==> src/rtl/rs_ctrl_pkg.sv <==
// Shared types and defaults for the RS latch command conditioner.
// Holds the FSM state enum, parameter defaults and a counter-width helper.
package rs_ctrl_pkg;

  typedef enum logic [1:0] {
    StIdle,
    StPulseS,
    StPulseR,
    StClear
  } rs_state_e;

  localparam int unsigned DefDebounceCycles = 16;
  localparam int unsigned DefPulseCycles    = 1;

  // Bits needed to count 0..n-1, never less than one.
  function automatic int unsigned cnt_width(input int unsigned n);
    return (n <= 2) ? 1 : $clog2(n);
  endfunction

endpackage

==> src/rtl/debounce_filter.sv <==
// Two-flop synchroniser followed by a consecutive-sample debounce filter.
// Outputs the debounced level and a single-cycle pulse aligned with its rising update.
module debounce_filter
  import rs_ctrl_pkg::*;
#(
  parameter int unsigned DEBOUNCE_CYCLES = DefDebounceCycles
) (
  input  logic clk,
  input  logic rst_n,
  input  logic raw,
  output logic db,
  output logic rise
);

  localparam int unsigned CntW = cnt_width(DEBOUNCE_CYCLES);
  localparam logic [CntW-1:0] CntMax = CntW'(DEBOUNCE_CYCLES - 1);

  logic [1:0]      sync_q;
  logic [CntW-1:0] cnt_q, cnt_d;
  logic            db_q, db_d;

  always_comb begin
    db_d  = db_q;
    cnt_d = '0;
    if (sync_q[1] != db_q) begin
      if (cnt_q == CntMax) begin
        db_d = ~db_q;
      end else begin
        cnt_d = cnt_q + CntW'(1);
      end
    end
  end

  always_ff @(posedge clk or negedge rst_n) begin
    if (!rst_n) begin
      sync_q <= '0;
      cnt_q  <= '0;
      db_q   <= 1'b0;
    end else begin
      sync_q <= {sync_q[0], raw};
      cnt_q  <= cnt_d;
      db_q   <= db_d;
    end
  end

  assign db   = db_q;
  // Fires in the cycle before db_q rises so the request is latched on the same edge.
  assign rise = db_d & ~db_q;

endmodule

==> src/rtl/rs_cmd_conditioner.sv <==
// Conditions raw set/reset/clear buttons into clean, mutually exclusive latch commands.
// Holds one-deep pending flags, the pulse-width counter and the command FSM.
module rs_cmd_conditioner
  import rs_ctrl_pkg::*;
#(
  parameter int unsigned DEBOUNCE_CYCLES = DefDebounceCycles,
  parameter int unsigned PULSE_CYCLES    = DefPulseCycles
) (
  input  logic clk,
  input  logic rst_n,
  input  logic btn_set,
  input  logic btn_reset,
  input  logic btn_clr,
  output logic s,
  output logic r,
  output logic clr,
  output logic busy,
  output logic conflict
);

  localparam int unsigned PcntW = cnt_width(PULSE_CYCLES);
  localparam logic [PcntW-1:0] PcntMax = PcntW'(PULSE_CYCLES - 1);

  logic db_set_unused, db_reset_unused, clr_rise_unused;
  logic rise_s, rise_r, db_clr;

  debounce_filter #(.DEBOUNCE_CYCLES(DEBOUNCE_CYCLES)) u_db_set (
    .clk  (clk),
    .rst_n(rst_n),
    .raw  (btn_set),
    .db   (db_set_unused),
    .rise (rise_s)
  );

  debounce_filter #(.DEBOUNCE_CYCLES(DEBOUNCE_CYCLES)) u_db_reset (
    .clk  (clk),
    .rst_n(rst_n),
    .raw  (btn_reset),
    .db   (db_reset_unused),
    .rise (rise_r)
  );

  debounce_filter #(.DEBOUNCE_CYCLES(DEBOUNCE_CYCLES)) u_db_clr (
    .clk  (clk),
    .rst_n(rst_n),
    .raw  (btn_clr),
    .db   (db_clr),
    .rise (clr_rise_unused)
  );

  rs_state_e        state_q, state_d;
  logic [PcntW-1:0] cnt_q, cnt_d;
  logic             pend_s_q, pend_s_d, pend_r_q, pend_r_d;
  logic             conflict_d;
  logic             s_q, r_q, clr_q, conflict_q;

  always_comb begin
    state_d    = state_q;
    cnt_d      = cnt_q;
    pend_s_d   = pend_s_q | rise_s;
    pend_r_d   = pend_r_q | rise_r;
    conflict_d = (rise_s & pend_s_q) | (rise_r & pend_r_q);
    if (db_clr) begin
      // Clear wins over everything and silently discards queued requests.
      state_d    = StClear;
      cnt_d      = '0;
      pend_s_d   = 1'b0;
      pend_r_d   = 1'b0;
      conflict_d = 1'b0;
    end else begin
      unique case (state_q)
        StClear: state_d = StIdle;
        StIdle: begin
          cnt_d = '0;
          if (rise_s && rise_r) begin
            conflict_d = 1'b1;
            pend_s_d   = pend_s_q;
          end
          if (pend_r_q) begin
            state_d  = StPulseR;
            pend_r_d = 1'b0;
          end else if (pend_s_q) begin
            state_d  = StPulseS;
            pend_s_d = 1'b0;
          end
        end
        StPulseS, StPulseR: begin
          if (cnt_q == PcntMax) begin
            state_d = StIdle;
            cnt_d   = '0;
          end else begin
            cnt_d = cnt_q + PcntW'(1);
          end
        end
        default: state_d = StIdle;
      endcase
    end
  end

  always_ff @(posedge clk or negedge rst_n) begin
    if (!rst_n) begin
      state_q    <= StIdle;
      cnt_q      <= '0;
      pend_s_q   <= 1'b0;
      pend_r_q   <= 1'b0;
      s_q        <= 1'b0;
      r_q        <= 1'b0;
      clr_q      <= 1'b0;
      conflict_q <= 1'b0;
    end else begin
      state_q    <= state_d;
      cnt_q      <= cnt_d;
      pend_s_q   <= pend_s_d;
      pend_r_q   <= pend_r_d;
      s_q        <= (state_d == StPulseS);
      r_q        <= (state_d == StPulseR);
      clr_q      <= (state_d == StClear);
      conflict_q <= conflict_d;
    end
  end

  assign s        = s_q;
  assign r        = r_q;
  assign clr      = clr_q;
  assign conflict = conflict_q;
  assign busy     = (state_q == StPulseS) | (state_q == StPulseR) | pend_s_q | pend_r_q;

endmodule
==> config.mk <==
export PLATFORM = sky130hd
export DESIGN_NAME = rs_cmd_conditioner
export DESIGN_NICKNAME = d
export VERILOG_FILES = /design/src/rtl/rs_ctrl_pkg.sv /design/src/rtl/debounce_filter.sv /design/src/rtl/rs_cmd_conditioner.sv
export SDC_FILE = /design/constraint.sdc
export NUM_CORES = 1
export LEC_CHECK = 0
export ABC_AREA = 1
export CORE_AREA = 5 5 56 58
export DETAILED_ROUTE_END_ITERATION = 6
export DIE_AREA = 0 0 61 63
export PLACE_DENSITY = 0.72
export SETUP_SLACK_MARGIN = 0.2
export SYNTH_ARGS = -nofsm -noshare
export SYNTH_HDL_FRONTEND = slang
export SYNTH_SLANG_ARGS = --single-unit
==> constraint.sdc <==
create_clock -name clk -period 1.3 [get_ports clk]
set_clock_uncertainty 0.1 [all_clocks]
set_input_delay 0.26 -clock clk [delete_from_list [all_inputs] [get_ports clk]]
set_output_delay 0.26 -clock clk [all_outputs]
set_load 0.05 [all_outputs]
Word level (Yosys, flattened, before mapping)
Cells that the tools add are included.

word-level totals
  output and inout port bits = 5
  bits of input ports = 5
  logic and storage cells = 80
  register bits = 30

cells by class
  $add $sub $neg = 4
  equal/unequal tests = 12
  mux-type cells = 29
  bitwise operators = 13
  reduce and logical (&&, ||, !) cells = 5

operators with widths
  operator                                                               count
  4-bit two-way mux                                                      6
  1-bit two-way mux                                                      17
  4-bit by 1-bit adder with 4-bit output, second input constant          3
  4-bit equality test, second input constant                             3
  2-bit equality test, second input constant                             4
  2-bit two-way mux                                                      4
  1-bit OR                                                               6
  2-bit one-hot mux with 3 select lines                                  1
  1-bit bitwise AND                                                      4
  2-bit by 1-bit equality test with 1-bit output, second input constant  2
  1-bit inequality test                                                  3
  1-bit NOT                                                              3
  3-bit nonzero test                                                     1
  2-bit logical NOT                                                      1
  1-bit one-hot mux with 2 select lines                                  1
  2-bit AND reduction                                                    1
  2-bit OR reduction                                                     1
  1-bit adder, second input constant                                     1
  1-bit logical AND                                                      1

Longest topological paths before layout
Gate-level depths: netlist (run 1).

  depth in word-level cells = 10
  gate-level depth with buffers = 7
  mapped depth without buffers = 7

Cells and area by module
A second synthesis (run 1) with hierarchy kept.

unflattened totals
  cells, all modules = 139
  area total of the unflattened synthesis = 1,238.7 um^2

modules (own cells, without submodules)
  module              cells each  times used  sequential area each (um^2)  area each (um^2)
  debounce_filter     32          3           175.2                        289.0
  rs_cmd_conditioner  43          1           200.2                        371.6

Worst setup path before layout (run 1)
Ideal clock, no wire load.

  kind = reg2out
  start = register state_q[0]
  end = output busy
  data arrival time = 1,012 ps
  stages on the path, launching flop included = 5
  slack = -72 ps
  path through = dfrtp_1 inv_1 ha_1 nor2_1 nand2_1

between the ends
  cells in the longest elaborated chain, start to end = 4
  elaborated cells between the ends (all ways) = 5
  those cells by class = eq/ne: 2; bitwise: 3

ends and longest elaborated chain
  element                                                                                       RTL line                   text
  start, declared                                                                               rs_cmd_conditioner.sv:51   rs_state_e state_q, state_d;
  start signal, assigned                                                                        rs_cmd_conditioner.sv:102  state_q <= StIdle;
  start signal, assigned                                                                        rs_cmd_conditioner.sv:111  state_q <= state_d;
  2-bit by 1-bit equality test with 1-bit output / 2-bit equality test (equally long branches)  rs_cmd_conditioner.sv:126  assign busy = (state_q == StPulseS) | (state_q == StPulseR) | pend_s_q | pend_r_q;
  1-bit OR (*) (3 in a row)                                                                     rs_cmd_conditioner.sv:126
  end, declared                                                                                 rs_cmd_conditioner.sv:17   output logic busy,

Every way passes the cells marked *; elsewhere a longest branch is shown, timed or not.

Final worst setup path (run 1)
Ends and elaborated chain as after synthesis.

==> results of run 1 <==
-- kinds of logic after synthesis --
family                   after synthesis
AO/OA/AOI/OAI                          9
XOR/XNOR                               4
flip-flops                            29
buffers and inverters                 20
AND/OR/NAND/NOR                       56
adder cells (fa/ha/maj)                5
-- layer usage --
layer | GRT usage (%) | vias to the layer above | share of wire (%)
met4 | 7.32 | 0 | 0.95
met1 | 14.9 | 433 | 37
met2 | 23.9 | 28 | 55
met5 | 0 | - | 0
met3 | 6.40 | 5 | 7.0
li1 | - | 441 | -
-- through the flow --
stage               hold slack, ns  power (mW)  cells  util [%]
CTS                          0.178        1.81    182      63.9
global route                 0.171        1.94    187      68.9
global placement             0.232        1.13    164      54.8
finish                       0.172        1.84    187      68.9
floorplan                   -0.136        1.06    123         -
detailed placement           0.235        1.15    164      54.8
-- timing repair --
item	4_1_cts	5_1_grt
cloned	0	0
setup buffers	10	5
pin swaps	12	13
resized for setup	28	26
setup endpoints to repair	24	27
-- placed cells by master, fill, tap and decap left out, drive strengths merged --
| cell type | Yosys | final |
|---|---|---|
| clkinv | 0 | 1 |
| inv | 20 | 20 |
| o21ai | 5 | 5 |
| nand3b | 1 | 1 |
| xnor2 | 1 | 1 |
| nand3 | 9 | 9 |
| nor3 | 3 | 3 |
| a21oi | 3 | 3 |
| o22ai | 1 | 1 |
| xor2 | 3 | 3 |
| nor3b | 2 | 2 |
| dfrtp | 29 | 29 |
| ha | 5 | 5 |
| nor2 | 20 | 20 |
| nand2 | 20 | 20 |
| clkdlybuf4s50 | 0 | 4 |
| or2 | 1 | 1 |
| clkbuf | 0 | 7 |
| buf | 0 | 21 |
-- layout make-up --
cell class,count,area [um^2]
Tap cell,31,38.8
Multi-Input combinational cell,74,588
Sequential cell,29,728
Inverter,20,75.1
Timing Repair Buffer,25,303
Clock inverter,1,5.00
Clock buffer,7,65.1
Fill cell,180,812
-- report_power, final --
group	internal [mW]	switching (mW)
registers	0.939	0.0364
logic	0.127	0.119
clock network	0.313	0.306
total	1.38	0.462
-- path summary, 6_finish.rpt --
path / start / end / depth (start not counted)
max reg2reg: state_q[0] / s / 6
max in group asynchronous: rst_n / pend_r_q / 2
max: state_q[0] / busy / 5
min in group clk: u_db_clr.sync_q[0] / u_db_clr.sync_q[1] / 0
min reg2reg: u_db_clr.sync_q[0] / u_db_clr.sync_q[1] / 0
min: rst_n / u_db_set.cnt_q[2] / 2
-- worst reg2reg max path: cells and delay by family (launching register included) --
family,cells,cell delay [ns]
buf+inv,2,0.24
simple gates,3,0.34
fa+ha+maj,1,0.16
flops,1,0.40
-- state kept, by name, indices dropped and copies added (netlist names), 2 cells and up --
name,count
state_q,2
u_db_reset.cnt_q,4
u_db_set.cnt_q,4
u_db_set.sync_q,2
u_db_reset.sync_q,2
u_db_clr.cnt_q,4
u_db_clr.sync_q,2
==> run_results.csv, run 1 <==
group,metric,value,unit
outcome,status,"finished, violations left",
outcome,violations,"setup timing",
logic_synthesis,syn-num-nets,133,
setup_path,required,0.94,ns
floorplan,die_x,61,um
route,vias_per_cell,4.85,
final_layout,n_antenna_cell,0,
place,globalplace.congestion,0.716,
sta,period_minus_slack,1.67,ns
global_routing,grt_max_degree,30,
floorplan,start_util,46.8,%
global_routing,grt_overflow,0,
route,wirelength,2430,um
setup_path,path_class,"reg2out",
logic_synthesis,ys_ff_latch,29,
logic_synthesis,synth_xor_xnor_area_share,2.86,%
setup_path,critPathBufInv,2,
clock_network,clk_pin_slew,0.09,ns
global_routing,grt_pass1_vias,961,
power,vdd_drop_max,0.951,mV
logic_synthesis,synth_flop_cell,"dfrtp_1",
clock_network,cts_tree,"done",
sta,finalSetupViolations,4,
sta,worst_pin_slew,0.297,ns
clock_network,root_buffer,"clkbuf_4",
place,place_hpwl,1470,um
logic_synthesis,netlist.top_cell.by_area,"dfrtp_1",
setup_path,crit_path_top_delay_cell,"dfrtp_1",
logic_synthesis,synth-adder-area-share,5.11,%
floorplan,core,2620,um^2
run,cap_viol_max_count,0,
route,antenna_left,0,
logic_synthesis,synth_compound_area_share,4.09,%
global_routing,antenna_found_initial,0,
sta,setup_tns,-0.436,ns
clock_network,clk_latency,0.33,ns
place,port_buffers,9,
final_layout,final_area,1800,um^2
logic_synthesis,seq_area_frac_synth,59.2,%
final_layout,nNetsFinal,165,
setup_path,cp_slowest_stage_delay,0.40,ns
power,p_leak,0.869,nW
sta,rsz0062_at_grt,"true",
logic_synthesis,muxShareOfSynthArea,0,%
clock_network,cts_buffers,5,
logic_synthesis,async_reset_ff_share,100,%
global_routing,grt_pass1_wl,3950,um
sta,timing_hold_violations_final,0,
global_routing,grt_util_all_layers,14.5,%
setup_path,ff2ff_setup_slack,-0.04,ns
sta,slew_viol_final,0,
floorplan,io_pins,10,
logic_synthesis,yosysWarnings,0,
clock_network,h-tree-depth,2,
logic_synthesis,netlist_area,1220,um^2
logic_synthesis,ys_top_cells_by_count,"dfrtp_1, inv_1, nand2_1",
clock_network,cts_buffer_depth,2,
setup_path,worst_path_dominant_cell_family,"flip-flops",
setup_path,path_cells,"inv_2, ha_4, nor2_4, nand2_2, buf_12",
final_layout,layout-drive-gt1-share,49.4,%
logic_synthesis,synthSimpleGateAreaFrac,22.6,%
setup_path,critPathMaxFanout,2,
floorplan,die-area,3840,um^2
floorplan,rows,19,
setup_path,cp-start-kind,"register",
power,p_per_area,1020,nW/um^2
route,wire_per_inst,13.0,um
logic_synthesis,synth.avg_cell_area,9.96,um^2
clock_network,cts_sinks,29,
final_layout,syn_to_final_growth,47.2,%
logic_synthesis,synth_top_family_by_area,"simple AND/OR/NAND/NOR gates",
logic_synthesis,netlist-cell-type-count,21,
logic_synthesis,synth.most_common_cell,"dfrtp_1",
floorplan,die_h,63,um
route,vias,907,
logic_synthesis,synth_top_area_share,59.2,%
place,place_ws,-0.0683,ns
sta,timing.final.ws_setup,-0.368,ns
setup_path,arrival,1.31,ns
hold_path,hold_path_class,"in2async",
route,drc_errors,0,
setup_path,end_kind,"primary output",
sta,timing.final.crit_share,128,%
clock_network,cts_hold_buf,0,
place,placed_cell_area,1430,um^2
logic_synthesis,synth_edf_count,0,
logic_synthesis,postSynthCellCount,123,
sta,clock.fmax,599,MHz
logic_synthesis,synth_area_leaders,"dfrtp_1, inv_1, nand2_1",
route,dr.pass1.iters,4,
route,initialDrtViolationCount,29,
sta,relSlewSlack,80.1,%
No activity file was read; power rests on OpenSTA's default activity.
==> run 2, diff against run 1 <==
GPL_ROUTABILITY_DRIVEN = 0   (was default)
clock period = 1.73 ns   (was 1.3 ns; I/O delays follow)
==> run_results.csv, run 2 (synthesized netlist as in run 1, its figures left out) <==
group,metric,value,unit
route,wirelength,1950,um
setup_path,required,1.28,ns
sta,period_minus_slack,1.76,ns
final_layout,final_common_cell,"dfrtp_1",
route,drt-met1-wl,825,um
final_layout,final_util,55.9,%
setup_path,path_class,"reg2out",
sta,relSlewSlack,76.7,%
clock_network,cts_hold_buf,0,
global_routing,grt_pass1_vias,879,
route,dr.max_layer_used,"met4",
floorplan,die_x,61,um
final_layout,filler_cell_count,235,
sta,rsz0062_at_grt,"true",
setup_path,end_kind,"primary output",
floorplan,io_pins,10,
final_layout,nNetsFinal,153,
route,dr.pass1.iters,4,
setup_path,arrival,1.31,ns
route,antenna_left,0,
floorplan,core,2620,um^2
sta,hold_ws,0.249,ns
clock_network,cts_tree,"done",
place,port_buffers,9,
outcome,status,"finished, violations left",
clock_network,cts_buffer_depth,2,
place,place_hpwl,1420,um
sta,clock.fmax,568,MHz
clock_network,root_buffer,"clkbuf_4",
floorplan,rows,19,
run,cap_viol_max_count,0,
power,p_per_area,852,nW/um^2
global_routing,grt_pass1_wl,3580,um
sta,timing.final.crit_share,102,%
final_layout,final_cell_mix,"dfrtp_1, inv_1, nand2_1",
final_layout,largestRegisters,"u_db_clr.cnt_q: 4 flops, u_db_reset.cnt_q: 4 flops, u_db_set.cnt_q: 4 flops",
route,initialDrtViolationCount,11,
power,vdd_drop_max,0.746,mV
final_layout,n_antenna_cell,0,
sta,setup_tns,-0.0307,ns
route,vias_per_cell,4.92,
setup_path,critPathMaxFanout,2,
clock_network,cts_sinks,29,
final_layout,syn_to_final_growth,19.3,%
hold_path,hold_path_startpoint,"u_db_set.sync_q[0]",
floorplan,die-area,3840,um^2
route,wire_per_inst,11.2,um
hold_path,hold_path_class,"reg2reg",
route,dr_wl_met3,114,um
power,p_leak,0.736,nW
setup_path,rr_startpoint,"u_db_reset.cnt_q[0]",
global_routing,grt_max_degree,30,
route,vias,856,
clock_network,h-tree-depth,2,
clock_network,clk_latency,0.31,ns
setup_path,cp-start-kind,"register",
clock_network,clk_pin_slew,0.08,ns
global_routing,grt_util_all_layers,13.1,%
route,route.met2.wl,947,um
sta,timing.final.ws_setup,-0.0307,ns
global_routing,grt_overflow,0,
route,drc_errors,0,
power,finalPower,1.24,mW
final_layout,layout-drive-gt1-share,21.7,%
global_routing,antenna_found_initial,0,
sta,slew_viol_final,0,
setup_path,startpoint,"state_q[0]",
floorplan,start_util,46.8,%
clock_network,cts_buffers,5,
sta,timing_hold_violations_final,0,
sta,worst_pin_slew,0.347,ns
sta,finalSetupViolations,1,
outcome,violations,"setup timing",
floorplan,die_h,63,um
run 2: cell types whose count changed in the layout (fill, tap and decap cells not counted), moves of 3 or more:
cell,previous run,this run
buf_6,8,0
inv_1,11,17
inv_2,9,3
buf_12,6,1
nand2_1,12,17
ha_1,0,4
nand3_1,4,8
nand3_2,5,1
o21ai_0,1,5
o21ai_1,4,0
nand2_2,6,3
run 2: final timing paths:
kind | end | cells after the start | slack, ns
min reg2reg | u_db_set.sync_q[1] | 0 | 0.25
max reg2reg | conflict | 7 | 0.45
min in group asynchronous | u_db_reset.cnt_q[3] | 2 | 0.30
max | busy | 5 | -0.03
min | u_db_set.sync_q[1] | 0 | 0.25
max in group asynchronous | u_db_reset.sync_q[0] | 2 | 0.97
run 2: layer usage:
| layer | global-route usage, % | vias to the layer above |
|---|---|---|
| li1 | - | 421 |
| met1 | 14.4 | 404 |
| met2 | 20.6 | 23 |
| met3 | 7.44 | 8 |
| met4 | 4.88 | 0 |
| met5 | 0 | - |
run 2: stage by stage:
| step | instances | instance area (um^2) | setup WS, ns |
|---|---|---|---|
| after global routing | 174 | 1460 | -0.112 |
| after CTS | 173 | 1440 | -0.0685 |
| final | 174 | 1460 | -0.0307 |
| after floorplan | 123 | 1220 | 0.272 |
| after global placement | 164 | 1360 | 0.304 |
| after detailed placement | 164 | 1360 | 0.276 |
run 2: power breakdown:
part | internal [mW] | total (mW) | switching [mW]
clock | 0.191 | 0.396 | 0.204
sequential | 0.705 | 0.723 | 0.0175
combinational | 0.0537 | 0.126 | 0.0726
total | 0.950 | 1.24 | 0.294
run 2: area by class of cell:
| type | count | area [um^2] | share of cell area [%] |
|---|---|---|---|
| clock buffers | 7 | 55.1 | 3.77 |
| well taps | 31 | 38.8 | 2.65 |
| repair buffers | 13 | 120 | 8.22 |
| multi-input cells | 74 | 447 | 30.6 |
| inverters | 20 | 75.1 | 5.14 |
| flip-flops and latches | 29 | 726 | 49.7 |
run 2: critical path: stages (launching register included):
cell	delay, ns
dfrtp_1	0.40
inv_2	0.09
ha_4	0.21
nor2_4	0.08
nand2_2	0.07
buf_12	0.15
run 2: timing repair:
action,in CTS,in global routing
endpoints found under the setup margin,1,1
pin swaps,2,2
gates resized for setup,3,3
buffers inserted,2,1
==> run 3, diff against run 2 <==
CORE_AREA = 5 5 52 54   (was 5 5 56 58)
CTS_BUF_LIST = sky130_fd_sc_hd__clkbuf_4   (was default)
DIE_AREA = 0 0 57 59   (was 0 0 61 63)
PLACE_DENSITY = 0.82   (was 0.72)
==> run_results.csv, run 3 (synthesized netlist as in run 1, its figures left out) <==
group,metric,value,unit
outcome,status,"finished, violations left",
outcome,violations,"setup timing",
sta,timing_hold_violations_final,0,
route,vias,841,
place,placed_cell_area,1360,um^2
run,cap_viol_max_count,0,
sta,rsz0062_at_grt,"true",
sta,slew_viol_final,0,
sta,clock.fmax,563,MHz
global_routing,grt_use_met1,15.3,%
place,place_ws,0.263,ns
final_layout,n_antenna_cell,0,
setup_path,end_kind,"primary output",
setup_path,crit_path_top_delay_cell,"dfrtp_1",
floorplan,start_util,56.5,%
clock_network,clk_latency,0.32,ns
setup_path,crit_end,"busy",
clock_network,cts_buffer_depth,2,
global_routing,grt_pass1_vias,913,
floorplan,rows,17,
place,place_hpwl,1430,um
setup_path,path_cells,"inv_2, ha_4, nor2_4, nand2_2, buf_12",
global_routing,grt_pass1_wl,3670,um
sta,finalSetupViolations,1,
final_layout,filler_cell_count,184,
global_routing,antenna_found_initial,0,
final_layout,largestRegisters,"u_db_clr.cnt_q: 4 flops, u_db_reset.cnt_q: 4 flops, u_db_set.cnt_q: 4 flops",
hold_path,hold_path_class,"reg2reg",
setup_path,cp-start-kind,"register",
clock_network,h-tree-depth,2,
global_routing,grtUsageMet3,8.06,%
global_routing,grt_max_degree,30,
global_routing,use_met2,25.9,%
floorplan,die_x,57,um
final_layout,final_util,66.9,%
final_layout,layout-drive-gt1-share,21.7,%
final_layout,final_common_cell,"dfrtp_1",
route,drc_errors,0,
clock_network,cts_tree,"done",
sta,relSlewSlack,76.2,%
route,wire_per_inst,12.4,um
route,antenna_left,0,
route,dr.pass1.iters,4,
floorplan,die-area,3360,um^2
sta,period_minus_slack,1.77,ns
power,p_per_area,841,nW/um^2
final_layout,syn_to_final_growth,18.5,%
setup_path,r2r_end,"s",
global_routing,grt_overflow,0,
route,wirelength,2120,um
route,initialDrtViolationCount,19,
setup_path,r2r_cells,5,
setup_path,rr_startpoint,"state_q[0]",
clock_network,clk_pin_slew,0.08,ns
power,p_leak,0.735,nW
floorplan,core,2170,um^2
clock_network,root_buffer,"clkbuf_4",
final_layout,final_cell_mix,"dfrtp_1, inv_1, nand2_1",
power,vdd_drop_max,0.751,mV
route,vias_per_cell,4.92,
clock_network,cts_buffers,5,
place,port_buffers,9,
global_routing,grt-busiest-layer,"met2",
setup_path,path_class,"reg2out",
floorplan,io_pins,10,
setup_path,required,1.28,ns
clock_network,cts_hold_buf,0,
hold_path,hold_path_depth,0,
setup_path,ff2ff_setup_slack,0.45,ns
sta,worst_pin_slew,0.354,ns
clock_network,cts_sinks,29,
setup_path,arrival,1.33,ns
setup_path,cp_slowest_stage_delay,0.39,ns
floorplan,die_h,59,um
global_routing,grt_util_all_layers,15.1,%
setup_path,startpoint,"state_q[1]",
power,finalPower,1.22,mW
sta,timing.final.crit_share,103,%
final_layout,nNetsFinal,153,
final_layout,final_area,1450,um^2
sta,timing.final.ws_setup,-0.0449,ns
setup_path,critPathMaxFanout,2,
==> run 3: cell types whose count changed in the layout (fill, tap and decap cells not counted), sizes merged <==
cell | before | now
clkinv | 0 | 1
clkbuf | 7 | 6
==> run 3: area by class of cell <==
type	instances	area [um^2]	area share, %
Multi-Input combinational cell	74	447	30.8
Tap cell	28	35.0	2.41
Clock buffer	6	45.0	3.10
Inverter	20	75.1	5.17
Sequential cell	29	726	50.0
Timing Repair Buffer	13	120	8.28
Clock inverter	1	3.75	0.259
==> run 3: worst min path at each step <==
stage | start | endpoint | slack, ns
3_3_place_gp | u_db_clr.sync_q[0] | u_db_clr.sync_q[1] | 0.23
6_report | u_db_set.sync_q[0] | u_db_set.sync_q[1] | 0.25
4_1_cts | u_db_set.sync_q[0] | u_db_set.sync_q[1] | 0.25
5_1_grt | u_db_clr.sync_q[0] | u_db_clr.sync_q[1] | 0.28
2_1_floorplan | rst_n | clr | -0.05
3_5_place_dp | u_db_set.sync_q[0] | u_db_set.sync_q[1] | 0.24
==> run 3: report_power, final <==
part	internal [mW]	leakage, nW	switching [mW]	total (mW)
logic	0.0541	0.323	0.0726	0.127
clock network	0.163	0.0292	0.209	0.372
registers	0.705	0.383	0.0173	0.723
total	0.922	0.735	0.299	1.22
==> run 3: per-layer routing <==
layer  vias to the layer above  part of all wire (%)
met5                         -                     0
met4                         0                   2.7
met3                         8                   4.9
met2                        20                    51
met1                       387                    41
li1                        426                     -
==> run 3: repair_timing <==
| action | 4_1_cts | 5_1_grt |
|---|---|---|
| gates resized for setup | 0 | 6 |
| pin swaps | 1 | 1 |
| setup buffers | 2 | 1 |
| endpoints found under the setup margin | 1 | 1 |
==> run 3: critical path: cells and delay by family, from the launching register on <==
family                   cells  cell delay (ns)
adder cells (fa/ha/maj)      1             0.21
buffers and inverters        2             0.23
flip-flops                   1             0.39
AND/OR/NAND/NOR              2             0.18
==> run 3: through the flow <==
stage / std cells / hold WS [ns] / TNS, ns
floorplan: 123 / -0.0496 / 0
global placement: 161 / 0.232 / 0
detailed placement: 161 / 0.236 / 0
CTS: 170 / 0.249 / -0.0689
global route: 171 / 0.277 / -0.134
finish: 171 / 0.250 / -0.0449
